<file path="src/rtl/dma_desc_master_arbiter_pkg.sv">
// ---------------------------------------------------------------------------
// dma_desc_master_arbiter_pkg
// Shared DMA descriptor-engine definitions: arbiter state encodings, the
// default read-outstanding limit, grant-history encodings and the
// fair-pick helper used when the arbiter is idle.
// ---------------------------------------------------------------------------
package dma_desc_master_arbiter_pkg;

    typedef enum logic [1:0] {
        ST_IDLE     = 2'd0,
        ST_GRANT_RD = 2'd1,
        ST_GRANT_WR = 2'd2
    } arb_state_e;

    localparam int DEFAULT_MAX_OUTSTANDING = 4;

    // Which requester owned the bus for the most recent completed transfer.
    localparam logic LAST_FETCH = 1'b0;
    localparam logic LAST_UPD   = 1'b1;

    // Choose the next grant from IDLE. On a tie the requester that was not
    // served last wins, so back-to-back contention alternates.
    function automatic arb_state_e pick_grant(input logic fetch_elig,
                                              input logic upd_elig,
                                              input logic last_grant);
        arb_state_e nxt;
        if (fetch_elig && upd_elig) begin
            nxt = (last_grant == LAST_UPD) ? ST_GRANT_RD : ST_GRANT_WR;
        end else if (fetch_elig) begin
            nxt = ST_GRANT_RD;
        end else if (upd_elig) begin
            nxt = ST_GRANT_WR;
        end else begin
            nxt = ST_IDLE;
        end
        return nxt;
    endfunction

endpackage

</file>
<file path="src/rtl/dma_desc_master_arbiter.sv">
// ---------------------------------------------------------------------------
// dma_desc_master_arbiter
// Shares one Avalon-MM master between the descriptor-fetch reader
// (requester 0) and the descriptor-status update writer (requester 1).
// Every transfer passes through IDLE, so the bus carries at most one
// transfer per two cycles. Reads accepted by the slave but not yet answered
// are counted; fetches are held off once MAX_OUTSTANDING are in flight.
//
// Ports
//   clk, reset                 rising-edge clock, synchronous active-high reset
//   fetch_rd_i/fetch_addr_i    fetch read request and byte address
//   fetch_wait_req_o           fetch stall (accepted when request=1 and this=0)
//   fetch_rd_data_o/_valid_o   read response, passed straight through
//   upd_wr_i/upd_addr_i/
//   upd_data_i/upd_be_i        update write request and payload
//   upd_wait_req_o             update stall
//   avm_*                      shared Avalon-MM master
// ---------------------------------------------------------------------------
module dma_desc_master_arbiter
    import dma_desc_master_arbiter_pkg::*;
#(
    parameter int MAX_OUTSTANDING = DEFAULT_MAX_OUTSTANDING
) (
    input  logic        clk,
    input  logic        reset,
    input  logic        fetch_rd_i,
    input  logic [31:0] fetch_addr_i,
    output logic        fetch_wait_req_o,
    output logic [31:0] fetch_rd_data_o,
    output logic        fetch_rd_valid_o,
    input  logic        upd_wr_i,
    input  logic [31:0] upd_addr_i,
    input  logic [31:0] upd_data_i,
    input  logic [3:0]  upd_be_i,
    output logic        upd_wait_req_o,
    output logic        avm_rd_o,
    output logic        avm_wr_o,
    output logic [31:0] avm_addr_o,
    output logic [31:0] avm_wdata_o,
    output logic [3:0]  avm_be_o,
    input  logic        avm_wait_req_i,
    input  logic [31:0] avm_rdata_i,
    input  logic        avm_rdvalid_i
);

    localparam logic [3:0] MAX_CNT = 4'(MAX_OUTSTANDING);

    arb_state_e  state_q;
    logic        last_grant_q;
    logic [3:0]  outstanding_q;
    logic [3:0]  outstanding_d;

    logic        fetch_elig_s;
    logic        accept_rd_s;
    logic        rsp_s;

    assign fetch_elig_s = fetch_rd_i && (outstanding_q < MAX_CNT);
    assign accept_rd_s  = (state_q == ST_GRANT_RD) && !avm_wait_req_i;
    // A response with nothing in flight is stale (e.g. issued before a
    // reset) and must not drive the counter below zero.
    assign rsp_s        = avm_rdvalid_i && (outstanding_q != 4'd0);

    // Arbiter FSM and grant history.
    always_ff @(posedge clk) begin
        if (reset) begin
            state_q      <= ST_IDLE;
            last_grant_q <= LAST_UPD;
        end else begin
            case (state_q)
                ST_IDLE: begin
                    state_q      <= pick_grant(fetch_elig_s, upd_wr_i, last_grant_q);
                    last_grant_q <= last_grant_q;
                end
                ST_GRANT_RD: begin
                    if (!avm_wait_req_i) begin
                        state_q      <= ST_IDLE;
                        last_grant_q <= LAST_FETCH;
                    end else begin
                        state_q      <= ST_GRANT_RD;
                        last_grant_q <= last_grant_q;
                    end
                end
                ST_GRANT_WR: begin
                    if (!avm_wait_req_i) begin
                        state_q      <= ST_IDLE;
                        last_grant_q <= LAST_UPD;
                    end else begin
                        state_q      <= ST_GRANT_WR;
                        last_grant_q <= last_grant_q;
                    end
                end
                default: begin
                    state_q      <= ST_IDLE;
                    last_grant_q <= LAST_UPD;
                end
            endcase
        end
    end

    // Next value of the outstanding-read counter; issue and return in the
    // same cycle cancel out.
    always_comb begin
        outstanding_d = outstanding_q;
        if (accept_rd_s && !rsp_s) begin
            outstanding_d = outstanding_q + 4'd1;
        end else if (!accept_rd_s && rsp_s) begin
            outstanding_d = outstanding_q - 4'd1;
        end else begin
            outstanding_d = outstanding_q;
        end
    end

    // Outstanding-read counter register.
    always_ff @(posedge clk) begin
        if (reset) begin
            outstanding_q <= 4'd0;
        end else begin
            outstanding_q <= outstanding_d;
        end
    end

    // Bus and stall decode from the granted state; payload is not
    // registered because requesters hold it stable until accepted.
    always_comb begin
        avm_rd_o         = 1'b0;
        avm_wr_o         = 1'b0;
        avm_addr_o       = 32'h0000_0000;
        avm_wdata_o      = 32'h0000_0000;
        avm_be_o         = 4'h0;
        fetch_wait_req_o = 1'b1;
        upd_wait_req_o   = 1'b1;
        case (state_q)
            ST_GRANT_RD: begin
                avm_rd_o         = 1'b1;
                avm_addr_o       = fetch_addr_i;
                avm_be_o         = 4'hF;
                fetch_wait_req_o = avm_wait_req_i;
            end
            ST_GRANT_WR: begin
                avm_wr_o       = 1'b1;
                avm_addr_o     = upd_addr_i;
                avm_wdata_o    = upd_data_i;
                avm_be_o       = upd_be_i;
                upd_wait_req_o = avm_wait_req_i;
            end
            default: begin
                avm_rd_o = 1'b0;
                avm_wr_o = 1'b0;
            end
        endcase
    end

    // The slave returns reads in issue order, so responses need no tagging.
    assign fetch_rd_data_o  = avm_rdata_i;
    assign fetch_rd_valid_o = avm_rdvalid_i;

endmodule

</file>
<file path="config.mk">
export PLATFORM = sky130hd
export DESIGN_NAME = dma_desc_master_arbiter
export DESIGN_NICKNAME = d
export VERILOG_FILES = /design/src/rtl/dma_desc_master_arbiter_pkg.sv /design/src/rtl/dma_desc_master_arbiter.sv
export SDC_FILE = /design/constraint.sdc
export NUM_CORES = 1
export LEC_CHECK = 0
export BUFFER_PORTS_ARGS = -buffer_cell sky130_fd_sc_hd__clkbuf_2
export CORE_AREA = 3 3 92 94
export CTS_CLUSTER_SIZE = 8
export DETAILED_ROUTE_END_ITERATION = 10
export DIE_AREA = 0 0 95 97
export SETUP_SLACK_MARGIN = 0.3
export SYNTH_ARGS = -nofsm -noshare
export SYNTH_HDL_FRONTEND = slang
export SYNTH_SLANG_ARGS = --single-unit
export TNS_END_PERCENT = 10
</file>
<file path="constraint.sdc">
create_clock -name clk -period 3.33 [get_ports clk]
set_input_delay 0.666 -clock clk [delete_from_list [all_inputs] [get_ports clk]]
set_output_delay 0.666 -clock clk [all_outputs]
set_load 0.02 [all_outputs]
</file>
-- After elaboration in Yosys (flattened, before gate mapping)
Cells that the tools add are included.
- register bits: 7
- input bits: 138
- logic and storage cells: 43
- add/subtract/negate cells: 2
- $lt $le $gt $ge: 1
- equal/unequal tests: 4
- muxes and demuxes: 19
- bitwise logic cells: 1
- reductions and logical operators: 13
- operator list (kind ; count):
    32-bit one-hot mux with 2 select lines ; 1
    32-bit 2-to-1 mux ; 1
    2-bit 2-to-1 mux ; 5
    4-bit 2-to-1 mux ; 2
    4-bit one-hot mux with 2 select lines ; 1
    1-bit 2-to-1 mux ; 7
    1-bit logical AND ; 6
    2-bit one-hot mux with 3 select lines ; 1
    4-bit by 1-bit adder with 4-bit output (second input constant) ; 1
    4-bit by 3-bit < comparator with 1-bit output (second input constant) ; 1
    2-bit != test (second input constant) ; 2
    4-bit nonzero test ; 1
    4-bit by 1-bit subtractor with 4-bit output (second input constant) ; 1
    1-bit logical NOT ; 3
    1-bit one-hot mux with 3 select lines ; 1
    3-bit AND reduction ; 1
    2-bit by 1-bit == test with 1-bit output (second input constant) ; 1
    2-bit == test (second input constant) ; 1
    2-bit logical NOT ; 1
    2-bit nonzero test ; 1
    1-bit inverter ; 1

-- Depth between registers and ports, before layout
Gate-level depths: netlist of run 1.
- word-level depth: 6
- depth in mapped cells: 13
- gate-level depth less buffers: 11

-- Worst setup path before layout of run 1
OpenSTA, ideal clock, no wires.
- kind: reg2reg
- start point: register state_q[1]
- end point: register outstanding_q[3]
- data arrival time: 2.677 ns
- required time: 3.207 ns
- path slack: 0.529 ns
- cell stages (with the launch flop): 14
- buffers on the path: 2
- clock period less this slack: 2.801 ns
- cells stage by stage: dfxtp_1 > inv_1 > ha_1 > buf_2 > buf_2 > nand2b_1 > inv_1 > ha_1 > inv_1 > ha_1 > a21oi_1 > a211oi_2 > a31oi_1 > mux2_1
- cells in the longest elaborated chain, start to end: 5
- elaborated cells on any way between the ends: 7
- ends and longest elaborated chain (item ; RTL line ; source):
    start: declaration ; dma_desc_master_arbiter.sv:48 ; arb_state_e state_q;
    start signal: assignment ; dma_desc_master_arbiter.sv:71 ; state_q <= pick_grant(fetch_elig_s, upd_wr_i, last_grant_q);
    2-bit by 1-bit == test with 1-bit output * ; dma_desc_master_arbiter.sv:58 ; assign accept_rd_s = (state_q == ST_GRANT_RD) && !avm_wait_req_i;
    1-bit logical AND * ; dma_desc_master_arbiter.sv:58 ;
    1-bit logical NOT ; dma_desc_master_arbiter.sv:106 ; end else if (!accept_rd_s && rsp_s) begin
    1-bit logical AND ; dma_desc_master_arbiter.sv:106 ;
    2-bit nonzero test (no source line) ; -- ;
    end signal: assignment ; dma_desc_master_arbiter.sv:118 ; outstanding_q <= outstanding_d;
    end: declaration ; dma_desc_master_arbiter.sv:50 ; logic [3:0] outstanding_q;
Mark *: on every way between the ends. The rest lies on a longest branch, timed or not.
A chain may end at the register's enable or synchronous reset.

-- Final worst setup path of run 1
- start point: register state_q[0]
- end point: output port avm_addr_o[14]
- cells in the longest elaborated chain, start to end: 2
- elaborated cells on any way between the ends: 3
- ends and longest elaborated chain (item ; RTL line ; source):
    2-bit == test or 2-bit by 1-bit == test with 1-bit output (tied branches) ; dma_desc_master_arbiter.sv:132 ; case (state_q)
    32-bit one-hot mux with 2 select lines * ; dma_desc_master_arbiter.sv:132 ;
    end: declaration ; dma_desc_master_arbiter.sv:38 ; output logic [31:0] avm_addr_o,
Marked as above.

==> results of run 1 <==
## tightest hold or removal path, cell delays in order, from the launching register on
cell	delay, ps
dfxtp_1	350
o21ai_0	100
nand2b_1	60
## layout make-up
class / count / area, µm²
Inverter: 5 / 18.77
Fill cell: 867 / 5489
Antenna cell: 1 / 2.502
Timing Repair Buffer: 180 / 918.4
Sequential cell: 7 / 140.1
Multi-Input combinational cell: 143 / 985.9
Tap cell: 102 / 127.6
Clock buffer: 4 / 45.04
## Yosys cell counts (3+ instances only)
master | instances | area (µm²)
a21oi_1 | 7 | 35.03
a22oi_1 | 32 | 240.2
and2_1 | 32 | 200.2
buf_2 | 6 | 30.03
buf_4 | 33 | 247.7
clkbuf_1 | 9 | 33.78
dfxtp_1 | 7 | 140.1
ha_1 | 7 | 87.58
inv_1 | 5 | 18.77
nand2b_1 | 3 | 18.77
nor2_1 | 7 | 26.28
nor2b_1 | 37 | 231.5
## final timing paths
kind                              startpoint          endpoint
worst min-delay path            last_grant_q      last_grant_q
worst max-delay path              state_q[0]    avm_addr_o[14]
worst max register to register    state_q[1]  outstanding_q[3]
worst min register to register  last_grant_q      last_grant_q
## through the flow
step	std cells	hold slack (ps)
after floorplan	204	497.5
after global placement	437	528.8
after detailed placement	437	538.2
after CTS	441	546.7
after global routing	442	576.0
final	442	544.9
## state kept, by name, indices dropped and copies added, names as in the netlist
register	cells
last_grant_q	1
state_q	2
outstanding_q	4
## layout by cell type (no fill, tap or decap), drive strengths merged, types with 2 or more instances in the layout
| master | instances |
|---|---|
| a21oi | 7 |
| nand3 | 2 |
| inv | 5 |
| dfxtp | 7 |
| nand2 | 2 |
| buf | 2 |
| a22oi | 32 |
| clkbuf | 182 |
| o21ai | 2 |
| ha | 7 |
| nor2b | 37 |
| nand2b | 3 |
| and2 | 32 |
| nor2 | 7 |
| a211oi | 2 |
## metal layers
metal,part of all wire,GRT usage
met5,0.0047,0
met4,0.011,0.02886
met3,0.11,0.04355
met2,0.50,0.1979
met1,0.37,0.1281
## cell families (layout without fill, tap and decap cells)
kind of cell    Yosys count  in the layout  synth area share
simple gates             84             84            0.3387
buf+inv                  54            189            0.2377
compound gates           47             47            0.2292
fa+ha+maj                 8              8           0.07300
flops                     7              7           0.09507
xor+xnor                  2              2           0.01189
mux                       2              2           0.01443
other cells               0              1                 0
## where the power goes
part           switching [mW]  internal [mW]  total [mW]
Clock                  0.0373         0.0829       0.120
Sequential             0.0309          0.111       0.141
Combinational           0.437          0.328       0.765
==> flow_metrics.tcl, run 1 <==
set metrics [dict create \
    status "completed" \
    wl_per_cell_um 13.13 \
    initial_utilization 0.1907 \
    period_needed_ps 2644 \
    powerDensity_nw_per_um2 458.9 \
    slowest_delay_ps 610 \
    crit_family "adder cells" \
    synth_nets 350 \
    hold_path_class "flop to flop" \
    cts_root_buf "clkbuf_8" \
    synth_area_um2 1474 \
    gp_congestion 0.7616 \
    crit_chain "inv_1 > ha_2 > buf_12 > a22oi_1 > nor2b_1 > clkbuf_2" \
    cts_sinks 7 \
    postRouteAntennaNets 0 \
    place_area_um2 2191 \
    total_power_mw 1.027 \
    slew_viol_final 0 \
    cellLeakagePower_nw 1.181 \
    nets 486 \
    overflow 0 \
    drive_above_1_share 0.5457 \
    drt_iter0_markers 64 \
    synth_warnings 0 \
    worstRegToRegCells 11 \
    setup_slack_ps 686.4 \
    rsz0062_at_grt "false" \
    worst_slew_pin_slew_ps 857.2 \
    finalHoldViolCount 0 \
    cts_tree "yes" \
    worst_ep_required_time_ps 2660 \
    finalCritPeriodShare 0.7939 \
    setup_viol 0 \
    die-area_um2 9215 \
    cp_num_buf_inv 3 \
    cts_hold_buf 0 \
    cts-buffers-inserted 3 \
    cts.repair_timing.setup_buffer_count 0 \
    finClkSkew_ps 1.482 \
    cp.depth 6 \
    grt_pass1_wl_mm 8.445 \
    antenna_found_initial 3 \
    fin_area_um2 2238 \
    core.rowCount 32 \
    via_per_inst 4.167 \
    tns_ps 0 \
    r2r_setup_slack_ps 940 \
    drtPass1Iterations 4 \
    grt_max_degree 43 \
    cts_resized 0 \
    yosysSeqAreaShare 0.09508 \
    synth_seq_cells 7 \
    fmax_ghz 0.3783 \
    synth_edf_count 0 \
    core_um2 7727 \
    place_ws_ps 751.2 \
    whs_path_depth 2 \
    critPathKind "flop to primary output" \
    syn_to_final_growth_pct 51.87 \
    syn_inst 204 \
    grt_pass1_vias 1674 \
    cp_max_fo 42 \
    async_flop_share 0 \
    insertion_delay_ps 230 \
    slowest_stage "ha_2" \
    worstPathArrival_ps 1980 \
    io-pin-count 243 \
    cts_buffer_depth 2 \
    io_buffers 178 \
    synth_cell_type_count 28 \
    track_usage 0.1137 \
    max-cap-violations 0 \
    final_util 0.2897 \
    synth_flop_cell "dfxtp_1" \
    syn_avg_cell_area_um2 7.225 \
    vias 1842 \
    critPathLaunchType "flop" \
    cp-end-kind "primary output" \
    ir_drop_uv 323.7 \
    wl_mm 5.803 \
    dpl.hpwl_mm 4.803 \
    cts_htree_levels 1 \
    max_slew_margin 0.4285 \
    clk_pin_slew_ps 40 \
    drc 0 \
    die_w_um 95 \
    die_h_um 97 \
]
No activity file was read; power rests on OpenSTA's default activity.
==> inputs of run 2 (changes only) <==
Settings changed: CORE_AREA 3 3 92 94 to 3 3 94 96, DIE_AREA 0 0 95 97 to 0 0 97 99.
Clock period 3.33 ns to 2.21 ns, I/O delays scaled along.
==> run 2 against run 1 <==
Total power grew 130%. Global-route usage grew 1.3 points. Non-clock buffer count grew 22. First-iteration DRC count shrank 53%.
==> flow_metrics.tcl, run 2 (synthesized netlist as in run 1, its figures left out) <==
set metrics [dict create \
    status "completed" \
    setup_viol 0 \
    rsz0062_at_grt "true" \
    whs_ps 477.0 \
    cts_buffer_depth 2 \
    num_antenna_cells 0 \
    io_buffers 178 \
    slowest_delay_ps 320 \
    crit_family "compound AO/OA/AOI/OAI gates" \
    critPathLaunchType "flop" \
    core_um2 8134 \
    fmax_ghz 0.4786 \
    drtPass1Iterations 4 \
    slew_viol_final 0 \
    cp-end-kind "flop" \
    wl_per_cell_um 16.62 \
    period_needed_ps 2090 \
    finalCritPeriodShare 0.9455 \
    clk_pin_slew_ps 40 \
    track_usage 0.1272 \
    vias 2061 \
    antenna_found_initial 0 \
    overflow 0 \
    postRouteAntennaNets 0 \
    worst_slew_pin_slew_ps 232.7 \
    fillers 830 \
    syn_to_final_growth_pct 121.1 \
    largest_register_ffs 4 \
    dpl.hpwl_mm 5.195 \
    cp_num_buf_inv 2 \
    worst_ep_required_time_ps 2320 \
    gp_congestion 0.8728 \
    cts_root_buf "clkbuf_8" \
    cp_max_fo 3 \
    core.rowCount 33 \
    wl_mm 7.746 \
    max_slew_margin 0.8432 \
    initial_utilization 0.1812 \
    ir_drop_uv 499.6 \
    drc 0 \
    max-cap-violations 0 \
    io-pin-count 243 \
    cts_sinks 7 \
    cts_tree "yes" \
    cellLeakagePower_nw 1.507 \
    cts_htree_levels 1 \
    die_w_um 97 \
    insertion_delay_ps 230 \
    hold_path_class "input pin to flop" \
    nets 508 \
    finalHoldViolCount 0 \
    worstPathArrival_ps 2200 \
    slowest_stage "dfxtp_2" \
    die-area_um2 9603 \
    crit_top_cell "ha_4" \
    crit_chain "o41ai_2 > buf_4 > ha_4 > inv_6 > ha_4 > a21oi_4 > a211oi_2 > a31oi_1 > mux2_1" \
    grt_pass1_vias 1942 \
    cts_hold_buf 0 \
    grt_max_degree 32 \
    largest_registers "outstanding_q (4), state_q (2), last_grant_q (1)" \
    drt_iter0_markers 30 \
    drive_above_1_share 0.8255 \
    finClkSkew_ps 4.899 \
    critPathKind "flop to flop" \
    powerDensity_nw_per_um2 727.2 \
    regMostFlops "outstanding_q" \
    mostFrequentLayoutCells "clkbuf_2, buf_4, buf_6" \
    via_per_inst 4.423 \
    die_h_um 99 \
    grt_pass1_wl_mm 10.14 \
    total_power_mw 2.370 \
    cts-buffers-inserted 3 \
    final_common_cell "clkbuf_2" \
]
==> run 2: cell types whose count changed in the layout (fill, tap and decap cells not counted), moves of 28 or more <==
cell      delta
clkbuf_2    -66
buf_4       +39
buf_6       +33
a22oi_1     -32
a22oi_2     +32
and2_1      -28
and2_4      +28
==> run 2: per-stage QoR <==
| step | area [µm²] | TNS (ps) | utilization | setup WS, ps | std cells |
|---|---|---|---|---|---|
| final | 3259 | 0 | 0.4007 | 120.4 | 466 |
| after global routing | 3259 | -12.96 | 0.4007 | -12.96 | 466 |
| after CTS | 2572 | 0 | 0.3163 | 110.1 | 457 |
| after detailed placement | 2300 | 0 | 0.2827 | 50.90 | 447 |
| after global placement | 2300 | 0 | 0.2827 | 74.75 | 447 |
| after floorplan | 1539 | -1.829 | - | -1.829 | 204 |
==> run 2: final cells by class <==
cell class,count,area [µm²],area share
inverter,5,28.78,0.008829
timing repair buffer,202,1538,0.4718
clock inverter,1,5.005,0.001536
tap,105,131.4,0.04031
clock buffer,3,41.29,0.01267
sequential,7,150.1,0.04607
multi-input combinational,143,1365,0.4188
==> run 2: report_power, final <==
group / total (mW) / internal, mW / leakage (nW) / switching [mW]
clock: 0.182 / 0.122 / 0.0255 / 0.0596
sequential: 0.216 / 0.173 / 0.0596 / 0.0429
combinational: 1.97 / 1.06 / 1.42 / 0.912
==> run 2: worst reg2reg max path: stages (launching register included) <==
cell	delay, ps
dfxtp_2	320
o41ai_2	320
buf_4	170
ha_4	150
inv_6	40
ha_4	290
a21oi_4	60
a211oi_2	230
a31oi_1	70
mux2_1	320
==> run 2: routing by layer <==
metal	wire, µm	GRT usage
met2	4455	0.2378
met1	2693	0.1446
met4	119	0.02916
met5	0	0
met3	478	0.03255
==> run 2: final timing paths <==
kind,from,endpoint,slack (ps),cells past startpoint
setup / recovery,outstanding_q[3],outstanding_q[3],120,9
hold / removal,reset,outstanding_q[1],480,2
setup reg to reg,outstanding_q[3],outstanding_q[3],120,9
hold reg to reg,last_grant_q,last_grant_q,550,2
==> run 2: repair_timing <==
action / CTS / global route
cloned: 2 / 4
endpoints found under the setup margin: 68 / 69
pin swaps: 6 / 37
resized for setup: 25 / 240
setup buffers: 4 / 5
==> inputs of run 3 (changes only) <==
Settings changed: CORE_AREA 3 3 94 96 to 3 3 92 94, DIE_AREA 0 0 97 99 to 0 0 95 97, PLACE_DENSITY_LB_ADDON set to 0.12, SETUP_SLACK_MARGIN 0.3 to not set.
Clock period 2.21 ns to 2.08 ns, I/O delays scaled along.
==> run 3 against run 2 <==
Clock skew down 3.6 ps. Fmax rose by 2.7%. Highest routed layer unchanged. Total power fell by 22%. Core utilization decreased by 9.0 points. Clock power increased by 2%.
==> flow_metrics.tcl, run 3 (synthesized netlist as in run 1, its figures left out) <==
set metrics [dict create \
    drt_iter0_markers 45 \
    max_slew_margin 0.7972 \
    finalCritPeriodShare 0.9786 \
    drtPass1Iterations 4 \
    worst_slew_pin_slew_ps 304.2 \
    num_antenna_cells 0 \
    cts_tree "yes" \
    cts.repair_timing.setup_buffer_count 0 \
    wl_mm 5.950 \
    core.rowCount 32 \
    cts_hold_buf 0 \
    worstPathArrival_ps 2140 \
    slew_viol_final 0 \
    syn_to_final_growth_pct 63.16 \
    worst_ep_required_time_ps 2190 \
    largest_register_ffs 4 \
    setup_slack_ps 44.61 \
    die_h_um 97 \
    grt_max_degree 40 \
    largest_registers "outstanding_q (4), state_q (2), last_grant_q (1)" \
    cts_buffer_depth 2 \
    crit_chain "o41ai_2 > buf_4 > ha_4 > inv_4 > ha_4 > a21oi_4 > a211oi_2 > a31oi_1 > mux2_1" \
    cp-end-kind "flop" \
    dpl.hpwl_mm 4.947 \
    fmax_ghz 0.4913 \
    cellLeakagePower_nw 1.246 \
    cp_max_fo 3 \
    track_usage 0.1189 \
    mostFrequentLayoutCells "clkbuf_2, nor2b_1, a22oi_1, and2_1" \
    regMostFlops "outstanding_q" \
    cts_root_buf "clkbuf_8" \
    overflow 0 \
    slowest_stage "o41ai_2" \
    drc 0 \
    initial_utilization 0.1907 \
    place_ws_ps -35.44 \
    die_w_um 95 \
    cp_num_buf_inv 2 \
    io_buffers 178 \
    hold_path_class "input pin to flop" \
    setup_viol 0 \
    max-cap-violations 0 \
    ir_drop_uv 621.2 \
    wl_per_cell_um 13.22 \
    critPathKind "flop to flop" \
    clk_pin_slew_ps 40 \
    grt_pass1_vias 1829 \
    cts_sinks 7 \
    antenna_found_initial 0 \
    crit_family "compound AO/OA/AOI/OAI gates" \
    finClkSkew_ps 1.300 \
    cts_resized 1 \
    status "completed" \
    drive_above_1_share 0.5891 \
    core_um2 7727 \
    die-area_um2 9215 \
    nets 495 \
    via_per_inst 4.149 \
    io-pin-count 243 \
    cts-buffers-inserted 3 \
    slowest_delay_ps 330 \
    gp_congestion 0.7070 \
    insertion_delay_ps 220 \
    finalHoldViolCount 0 \
    rsz0062_at_grt "true" \
    whs_ps 471.2 \
    vias 1867 \
    crit_top_cell "ha_4" \
    final_util 0.3112 \
    cts_htree_levels 1 \
    period_needed_ps 2035 \
    final_common_cell "clkbuf_2" \
    postRouteAntennaNets 0 \
    critPathLaunchType "flop" \
    grt_pass1_wl_mm 9.066 \
    powerDensity_nw_per_um2 764.6 \
]
[run 3: layer usage]
| metal | up-vias | share of wire | wire [µm] | track usage |
|---|---|---|---|---|
| met2 | 81 | 0.54 | 3203 | 0.2305 |
| met5 | - | 0 | 0 | 0 |
| met4 | 0 | 0.013 | 76 | 0.01554 |
| li1 | 946 | - | - | - |
| met1 | 826 | 0.36 | 2171 | 0.1274 |
| met3 | 14 | 0.084 | 499 | 0.03266 |
[run 3: layout make-up]
| cell class | count | area (µm²) |
|---|---|---|
| sequential | 7 | 141.4 |
| tap | 102 | 127.6 |
| clock buffer | 4 | 45.04 |
| multi-input combinational | 143 | 1055 |
| inverter | 5 | 21.27 |
| timing repair buffer | 189 | 1015 |
| fill | 886 | 5323 |
[run 3: report_power, final]
part | total, mW | switching [mW] | internal (mW)
logic | 1.44 | 0.763 | 0.677
clock network | 0.186 | 0.0535 | 0.132
registers | 0.213 | 0.0349 | 0.178
total | 1.84 | 0.852 | 0.987
[run 3: final timing paths]
path                    start               end  slack (ps)  cells after the start
max reg2reg  outstanding_q[2]  outstanding_q[3]          40                      9
max          outstanding_q[2]  outstanding_q[3]          40                      9
min reg2reg      last_grant_q      last_grant_q         560                      2
min                fetch_rd_i        state_q[0]         470                      3
[run 3: through the flow]
| step | total power, mW | cells | setup TNS (ps) | area, µm² |
|---|---|---|---|---|
| 6_report | 1.839 | 450 | 0 | 2405 |
| 5_1_grt | 2.010 | 450 | -141.3 | 2405 |
| 4_1_cts | 1.840 | 450 | 0 | 2389 |
| 3_5_place_dp | 1.639 | 446 | -35.44 | 2336 |
| 3_3_place_gp | 1.634 | 446 | -18.43 | 2336 |
| 2_1_floorplan | 1.285 | 204 | -131.8 | 1539 |
[run 3: worst min-delay path, delay by kind of cell]
kind            cells  cell delay [ps]
compound gates      2              140
buf+inv             1               90
